===== config.mk =====
export PLATFORM = sky130hd
export DESIGN_NAME = serial_word_adder_ctrl
export DESIGN_NICKNAME = d
export VERILOG_FILES = /design/src/rtl/adder_pkg.sv /design/src/rtl/RippleCarryAdder.sv /design/src/rtl/serial_word_adder_ctrl.sv
export SDC_FILE = /design/constraint.sdc
export NUM_CORES = 1
export LEC_CHECK = 0
export BUFFER_PORTS_ARGS = -buffer_cell sky130_fd_sc_hd__buf_2
export CAP_MARGIN = 20
export CORE_MARGIN = 2
export CORE_UTILIZATION = 40
export CTS_BUF_LIST = sky130_fd_sc_hd__clkbuf_16
export CTS_CLUSTER_DIAMETER = 150
export CTS_CLUSTER_SIZE = 10
export DETAILED_ROUTE_END_ITERATION = 16
export PLACE_DENSITY_LB_ADDON = 0.05
export SLEW_MARGIN = 10
export SYNTH_ARGS = -nofsm -noshare
export SYNTH_HDL_FRONTEND = slang
export SYNTH_SLANG_ARGS = --single-unit

===== constraint.sdc =====
create_clock -name clk -period 11.8 [get_ports clk]
set_clock_uncertainty 0.05 [all_clocks]
set_input_delay 2.36 -clock clk [delete_from_list [all_inputs] [get_ports clk]]
set_output_delay 2.36 -clock clk [all_outputs]
set_load 0.02 [all_outputs]

===== src/rtl/adder_pkg.sv =====
// rtl/adder_pkg.sv - shared slice width and sequencer state type
package adder_pkg;
  localparam int SLICE_W = 8;
  typedef enum logic [1:0] {IDLE, RUN, DONE} state_t;
endpackage


===== src/rtl/RippleCarryAdder.sv =====
// rtl/RippleCarryAdder.sv - 8-bit gate-level ripple-carry adder slice
module RippleCarryAdder (
  input  logic [7:0] a,
  input  logic [7:0] b,
  input  logic       cin,
  output logic       cout,
  output logic [7:0] sum
);
  logic [8:0] c;

  assign c[0] = cin;

  for (genvar i = 0; i < 8; i++) begin : g_fa
    assign sum[i]   = a[i] ^ b[i] ^ c[i];
    assign c[i + 1] = (a[i] & b[i]) | (c[i] & (a[i] ^ b[i]));
  end

  assign cout = c[8];
endmodule


===== src/rtl/serial_word_adder_ctrl.sv =====
// rtl/serial_word_adder_ctrl.sv - WIDTH-bit add/sub sequenced over one 8-bit adder slice
module serial_word_adder_ctrl
  import adder_pkg::*;
#(
  parameter int WIDTH = 32,
  parameter int SLICE = 8
) (
  input  logic             clk,
  input  logic             rst,
  input  logic             in_valid,
  output logic             in_ready,
  input  logic             in_sub,
  input  logic             in_cin,
  input  logic [WIDTH-1:0] in_a,
  input  logic [WIDTH-1:0] in_b,
  output logic             out_valid,
  input  logic             out_ready,
  output logic [WIDTH-1:0] out_sum,
  output logic             out_cout,
  output logic             out_ovf
);
  localparam int NS = WIDTH / SLICE_W;
  localparam int CW = (NS > 1) ? $clog2(NS) : 1;

  if (WIDTH <= 0 || (WIDTH % SLICE_W) != 0 || SLICE != SLICE_W) begin : g_bad_width
    $error("serial_word_adder_ctrl: WIDTH must be a positive multiple of 8 and SLICE must be 8");
  end

  state_t           state;
  logic [CW-1:0]    cnt;
  logic [WIDTH-1:0] a_sh;
  logic [WIDTH-1:0] b_sh;
  logic [WIDTH-1:0] sum_sh;
  logic             carry;
  logic             a_msb;
  logic             beff_msb;

  logic [7:0]       slice_sum;
  logic             slice_cout;
  logic [WIDTH-1:0] sum_next;
  logic             last_slice;

  RippleCarryAdder u_slice (
    .a    (a_sh[7:0]),
    .b    (b_sh[7:0]),
    .cin  (carry),
    .cout (slice_cout),
    .sum  (slice_sum)
  );

  // New slice enters at the top so that after NS shifts the word is in place.
  assign sum_next   = (sum_sh >> SLICE_W) | (WIDTH'(slice_sum) << (WIDTH - SLICE_W));
  assign last_slice = (cnt == CW'(NS - 1));

  always_ff @(posedge clk) begin
    if (rst) begin
      state     <= IDLE;
      in_ready  <= 1'b1;
      out_valid <= 1'b0;
      out_sum   <= '0;
      out_cout  <= 1'b0;
      out_ovf   <= 1'b0;
      cnt       <= '0;
      carry     <= 1'b0;
      a_sh      <= '0;
      b_sh      <= '0;
      sum_sh    <= '0;
      a_msb     <= 1'b0;
      beff_msb  <= 1'b0;
    end else begin
      case (state)
        IDLE: begin
          if (in_valid) begin
            a_sh     <= in_a;
            b_sh     <= in_sub ? ~in_b : in_b;
            carry    <= in_sub ? 1'b1 : in_cin;
            a_msb    <= in_a[WIDTH-1];
            beff_msb <= in_sub ? ~in_b[WIDTH-1] : in_b[WIDTH-1];
            cnt      <= '0;
            in_ready <= 1'b0;
            state    <= RUN;
          end
        end
        RUN: begin
          a_sh   <= a_sh >> SLICE_W;
          b_sh   <= b_sh >> SLICE_W;
          sum_sh <= sum_next;
          carry  <= slice_cout;
          cnt    <= cnt + CW'(1);
          if (last_slice) begin
            out_sum   <= sum_next;
            out_cout  <= slice_cout;
            out_ovf   <= (a_msb == beff_msb) && (slice_sum[7] != a_msb);
            out_valid <= 1'b1;
            state     <= DONE;
          end
        end
        DONE: begin
          if (out_ready) begin
            out_valid <= 1'b0;
            in_ready  <= 1'b1;
            state     <= IDLE;
          end
        end
        default: state <= IDLE;
      endcase
    end
  end
endmodule


; Word level (Yosys, flattened, before mapping)
; Cells that the tools add are included.
[word_totals]
reg_bits = 139
inputBits = 70
[classes]
addsub = 1
eq_ne = 8
muxes = 21
n_bitwise = 43
n_reduce_logical = 11
[op_table]
columns = cell, n
row1 = $pmux 32 s2, 2
row2 = $mux 32, 3
row3 = $not 32->32, 1
row4 = $or 24x32->32, 1
row5 = $and 1x1->1, 16
row6 = $xor 1x1->1, 16
row7 = $reduce_and 3->1, 3
row8 = $mux 2, 4
row9 = $or 1x1->1, 8
row10 = $mux 1, 7
row11 = $ne 2x2->1 const B, 3
row12 = $pmux 1 s2, 3
row13 = $pmux 2 s3, 1
row14 = $reduce_and 2->1, 3
row15 = $reduce_bool 2->1, 3
row16 = $eq 2x2->1 const B, 2
row17 = $pmux 2 s2, 1
row18 = $add 2x1->2 const B, 1
row19 = $eq 2x1->1 const B, 1
row20 = $logic_not 2->1, 1
row21 = $eq 1x1->1, 1
row22 = $logic_and 1x1->1, 1
row23 = $ne 1x1->1, 1
row24 = $not 1->1, 1

; Logic depth before layout (Yosys ltp)
[logic_depth]
depth_word = 18
ltp_mapped = 13
depth_no_buf = 13

; Hierarchy
; From an unflattened synthesis, not the netlist that was laid out.
[unflattened]
hier_cells = 604
area_unflattened_um2 = 5378.9
[modules_own_cells]
columns = mod, n_inst, cells_each, area_each_um2
row1 = serial_word_adder_ctrl, 1, 586, 5181.2
row2 = RippleCarryAdder, 1, 18, 197.7

; Worst setup path after synthesis
; No wires, ideal clock.
[synth_path]
path_kind = reg-to-reg
startpoint = register a_sh[0]
endpoint = register out_ovf
arrival_ns = 3.874
required_time_ns = 11.659
path_slack_ns = 7.785
stages_incl_launch_ff = 14
cell_sequence = dfxtp_1 -> fa_1 -> inv_1 -> fa_1 -> inv_1 -> fa_1 -> fa_1 -> fa_1 -> fa_1 -> fa_1 -> inv_1 -> fa_1 -> or3_1 -> a311oi_1
[synth_between]
elab_chain_cells = 18
[synth_lines]
columns = element, line
row1 = from (decl), serial_word_adder_ctrl.sv:31  ; logic [WIDTH-1:0] a_sh;
row2 = from (signal assigned), serial_word_adder_ctrl.sv:74  ; a_sh <= in_a;
row3 = from (signal assigned), serial_word_adder_ctrl.sv:85  ; a_sh <= a_sh >> SLICE_W;
row4 = $xor 1x1->1, RippleCarryAdder.sv:15  ; assign c[i + 1] = (a[i] & b[i]) | (c[i] & (a[i] ^ b[i]));
row5 = $and 1x1->1, RippleCarryAdder.sv:15
row6 = $or 1x1->1 (*), RippleCarryAdder.sv:15
row7 = $and 1x1->1 (*), RippleCarryAdder.sv:15
row8 = $or 1x1->1 (*), RippleCarryAdder.sv:15
row9 = $and 1x1->1 (*), RippleCarryAdder.sv:15
row10 = $or 1x1->1 (*), RippleCarryAdder.sv:15
row11 = $and 1x1->1 (*), RippleCarryAdder.sv:15
row12 = [2 not listed], --
row13 = $or 1x1->1 (*), RippleCarryAdder.sv:15
row14 = $and 1x1->1 (*), RippleCarryAdder.sv:15
row15 = $or 1x1->1 (*), RippleCarryAdder.sv:15
row16 = $and 1x1->1 (*), RippleCarryAdder.sv:15
row17 = $or 1x1->1 (*), RippleCarryAdder.sv:15
row18 = $xor 1x1->1 (*), RippleCarryAdder.sv:14  ; assign sum[i] = a[i] ^ b[i] ^ c[i];
row19 = $ne 1x1->1 (*), serial_word_adder_ctrl.sv:93  ; out_ovf <= (a_msb == beff_msb) && (slice_sum[7] != a_msb);
row20 = $logic_and 1x1->1 (*), serial_word_adder_ctrl.sv:93
row21 = to (signal assigned), serial_word_adder_ctrl.sv:93
row22 = to (decl), serial_word_adder_ctrl.sv:20  ; output logic out_ovf
; Mark *: on every way between the ends. The rest lies on a longest branch, timed or not.
; A chain may end at the register's enable or synchronous reset.

; Worst setup path after layout
; Ends and elaborated chain as after synthesis.

==> flow_summary_export.csv <==
group,metric,value,unit
final_layout,syn2layout_area_growth,23.2,%
route,first_pass_iters,4,
cts,cts_setup_buffers,0,
yosys,synth-edff-count,0,
floorplanning,die_h,120,um
power,peakVddDrop,0.0000858,V
sta,slew_violations,0,
final_layout,final_common_cell,"dfxtp_1",
floorplanning,initial_core_util,0.407,
grt,antenna_found_initial,0,
run_status,outcome,"complete, no violations",
route,routed.top_layer,"met4",
worst_setup_path,r2r-start,"a_sh[0]",
route,drt-met1-wl,5800,um
sta,finalSetupViolations,0,
floorplanning,core-area,13100,sq um
worst_hold_path,whs_path_depth,2,
yosys,syn_avg_cell_area,8.97,sq um
yosys,synthFlopType,"dfxtp_1",
grt,grt_remaining_overflow,0,
power,leakagePower,2.67,nW
cts,cts_resized,0,
yosys,yosys_warnings,0,
sta,max_slew.worst_pin.slew,1.07,ns
route,antenna_left,0,
worst_setup_path,rrSetupSlack,7.60,ns
route,drtIter0Drc,263,
sta,max_freq,238,MHz
flow_run,drv_cap,0,
yosys,async_flop_share,0,
grt,track_usage,0.186,
final_layout,nNetsFinal,758,
final_layout,final_cell_area,6590,sq um
grt,grt_max_degree,111,
yosys,syn_inst,596,
yosys,seq_area_frac_synth,0.491,
worst_setup_path,worst_ep_arrival_time,4.48,ns
grt,grt_pass1_vias,4127,
sta,setup_slack,7.60,ns
worst_hold_path,hold_path.class,"register to register",
yosys,synth_cell_types,35,
worst_setup_path,critPathRequiredTime,12.08,ns
cts,htreeDepth,4,
cts,root_buffer,"clkbuf_16",
power,total_power,1.16,mW
cts,insertion_delay,0.42,ns
sta,hold_viol,0,
worst_setup_path,worst_path_most_repeated_cell,"fa_1",
worst_hold_path,min_from,"out_sum[22]",
place,io_buffer_count,105,
worst_setup_path,cp_slowest_cell,"fa_1",
worst_setup_path,path_max_fanout,4,
cts,ctsHoldBuffers,0,
place,gp_congestion,0.755,
cts,tritoncts,"done",
floorplanning,dieWidth,120,um
worst_setup_path,rr_endpoint,"out_ovf",
cts,cts-buffers-inserted,17,
sta,finalSetupTns,0,ns
place,dp_slack,7.55,ns
cts,cts.clk_slew.worst_paths,0.06,ns
final_layout,drive_above_1_share,0.217,
sta,period_share,0.356,
sta,rsz0062_at_grt,"no",
route,wl_per_cell,14.8,um
floorplanning,die_area,14300,sq um
route,vias_per_cell,5.03,
route,wl_met2,6190,um
floorplanning,row_count,42,
sta,relSlewSlack,0.287,
route,vias,4358,
worst_setup_path,worst-path-buf-inv,3,
grt,grt_pass1_wl,20700,um
floorplanning,io_pins,106,
final_layout,final_cell_mix,"dfxtp_1, nand2_1, buf_2, a21oi_1, nor2_1",
power,power.density,177,nW/um^2
yosys,synth-seq-cells,131,
yosys,synth_area,5350,sq um
place,dpl_cell_area,5920,sq um
cts,cts_sinks,131,
worst_setup_path,cp-end-kind,"register",
worst_hold_path,min_to,"out_sum[22]",
sta,hold_ws,0.399,ns
worst_setup_path,crit_family,"adder cells",
place,hpwlAfterDp,8800,um
worst_setup_path,crit_chain,"fa_1 -> inv_1 -> fa_1 -> inv_1 -> fa_1 -> fa_1 -> fa_1 -> fa_1 -> fa_1 -> inv_1 -> fa_1 -> or3_1 -> a311oi_1",
worst_setup_path,max_stage_delay,0.45,ns
yosys,synth_fp_nets,675,
sta,fin_crit,4.20,ns
route,dr_wl_met3,656,um
cts,clock_path_buffers,2,
worst_setup_path,r2r_cells,13,
final_layout,diodes,0,
route,routed_wl,12800,um
route,drc,0,
worst_setup_path,setup.worst_path.start_class,"register",
worst_setup_path,crit_type,"register to register",
[synth_stat cells (2+ instances only)]
cell      number  share of area
fa_1           8          0.030
nand3_1       11          0.010
xnor2_1       24          0.039
inv_1          9         0.0063
a21oi_1       68          0.064
a221o_1       24          0.045
a211oi_1      30          0.042
buf_1          6         0.0042
nand2b_1       2         0.0023
mux2i_1       25          0.047
xor2_1         8          0.013
buf_2         11          0.010
buf_6          4         0.0084
buf_4          2         0.0028
nor2_1        63          0.044
nor2b_1        2         0.0023
dfxtp_1      131           0.49
a22oi_1        7         0.0098
nor2_2         3         0.0035
clkbuf_1      25          0.018
nand2_1      119          0.084
[state kept, by name, summed over array words and instances (netlist names)]
name	cells
out_cout	1
in_ready	1
cnt	2
out_ovf	1
carry	1
b_sh	32
a_msb	1
out_sum	32
state	2
out_valid	1
sum_sh	24
a_sh	32
beff_msb	1
[cells by family (layout without fill, tap and decap cells)]
group | count (synthesis) | after routing | synth area share
xor gates and xnor gates | 32 | 32 | 0.0524
AOI/OAI and AO/OA | 136 | 136 | 0.171
and+or+nand+nor | 206 | 206 | 0.157
muxes | 25 | 25 | 0.0468
DFF | 131 | 131 | 0.491
buffers and inverters | 57 | 152 | 0.0496
adders and majority gates | 9 | 9 | 0.0323
[area by class of cell]
class | count | area, sq um
sequential | 131 | 2620
multi-input combinational | 408 | 2460
timing repair buffer | 112 | 608
tap | 176 | 220
clock inverter | 14 | 218
clock buffer | 17 | 425
fill | 1302 | 6550
inverter | 9 | 33.8
[metal layers]
layer | track usage | vias to the layer above
li1 | - | 2201
met1 | 0.239 | 2043
met2 | 0.305 | 101
met3 | 0.0452 | 13
met4 | 0.0706 | 0
met5 | 0 | -
[report_power, final]
part | switching [mW] | internal [mW] | leakage (nW)
Sequential | 0.0187 | 0.465 | 1.07
Combinational | 0.0552 | 0.0454 | 1.28
Clock | 0.189 | 0.390 | 0.325
[worst max path at each step]
stage / from / to / slack [ns] / cells past startpoint
after floorplan: a_sh[0] / out_ovf / 7.78 / 13
after global placement: rst / b_sh[12] / 7.62 / 4
after detailed placement: rst / b_sh[23] / 7.55 / 4
after CTS: a_sh[0] / out_ovf / 7.57 / 13
after global routing: a_sh[0] / out_ovf / 7.39 / 13
final: a_sh[0] / out_ovf / 7.60 / 13
[worst register-to-register path, stage by stage, from the launching register on]
cell,delay [ns]
dfxtp_1,0.32
fa_1,0.41
inv_1,0.07
fa_1,0.16
inv_1,0.05
fa_1,0.37
fa_1,0.39
fa_1,0.40
fa_1,0.43
fa_1,0.38
inv_1,0.07
fa_1,0.45
or3_1,0.32
a311oi_1,0.24
[through the flow]
stage	util	cells
CTS	0.499	866
detailed placement	0.450	835
global placement	0.449	834
floorplan	-	596
global route	0.501	867
finish	0.501	867
Note: power is estimated with default switching activity, not from simulation.
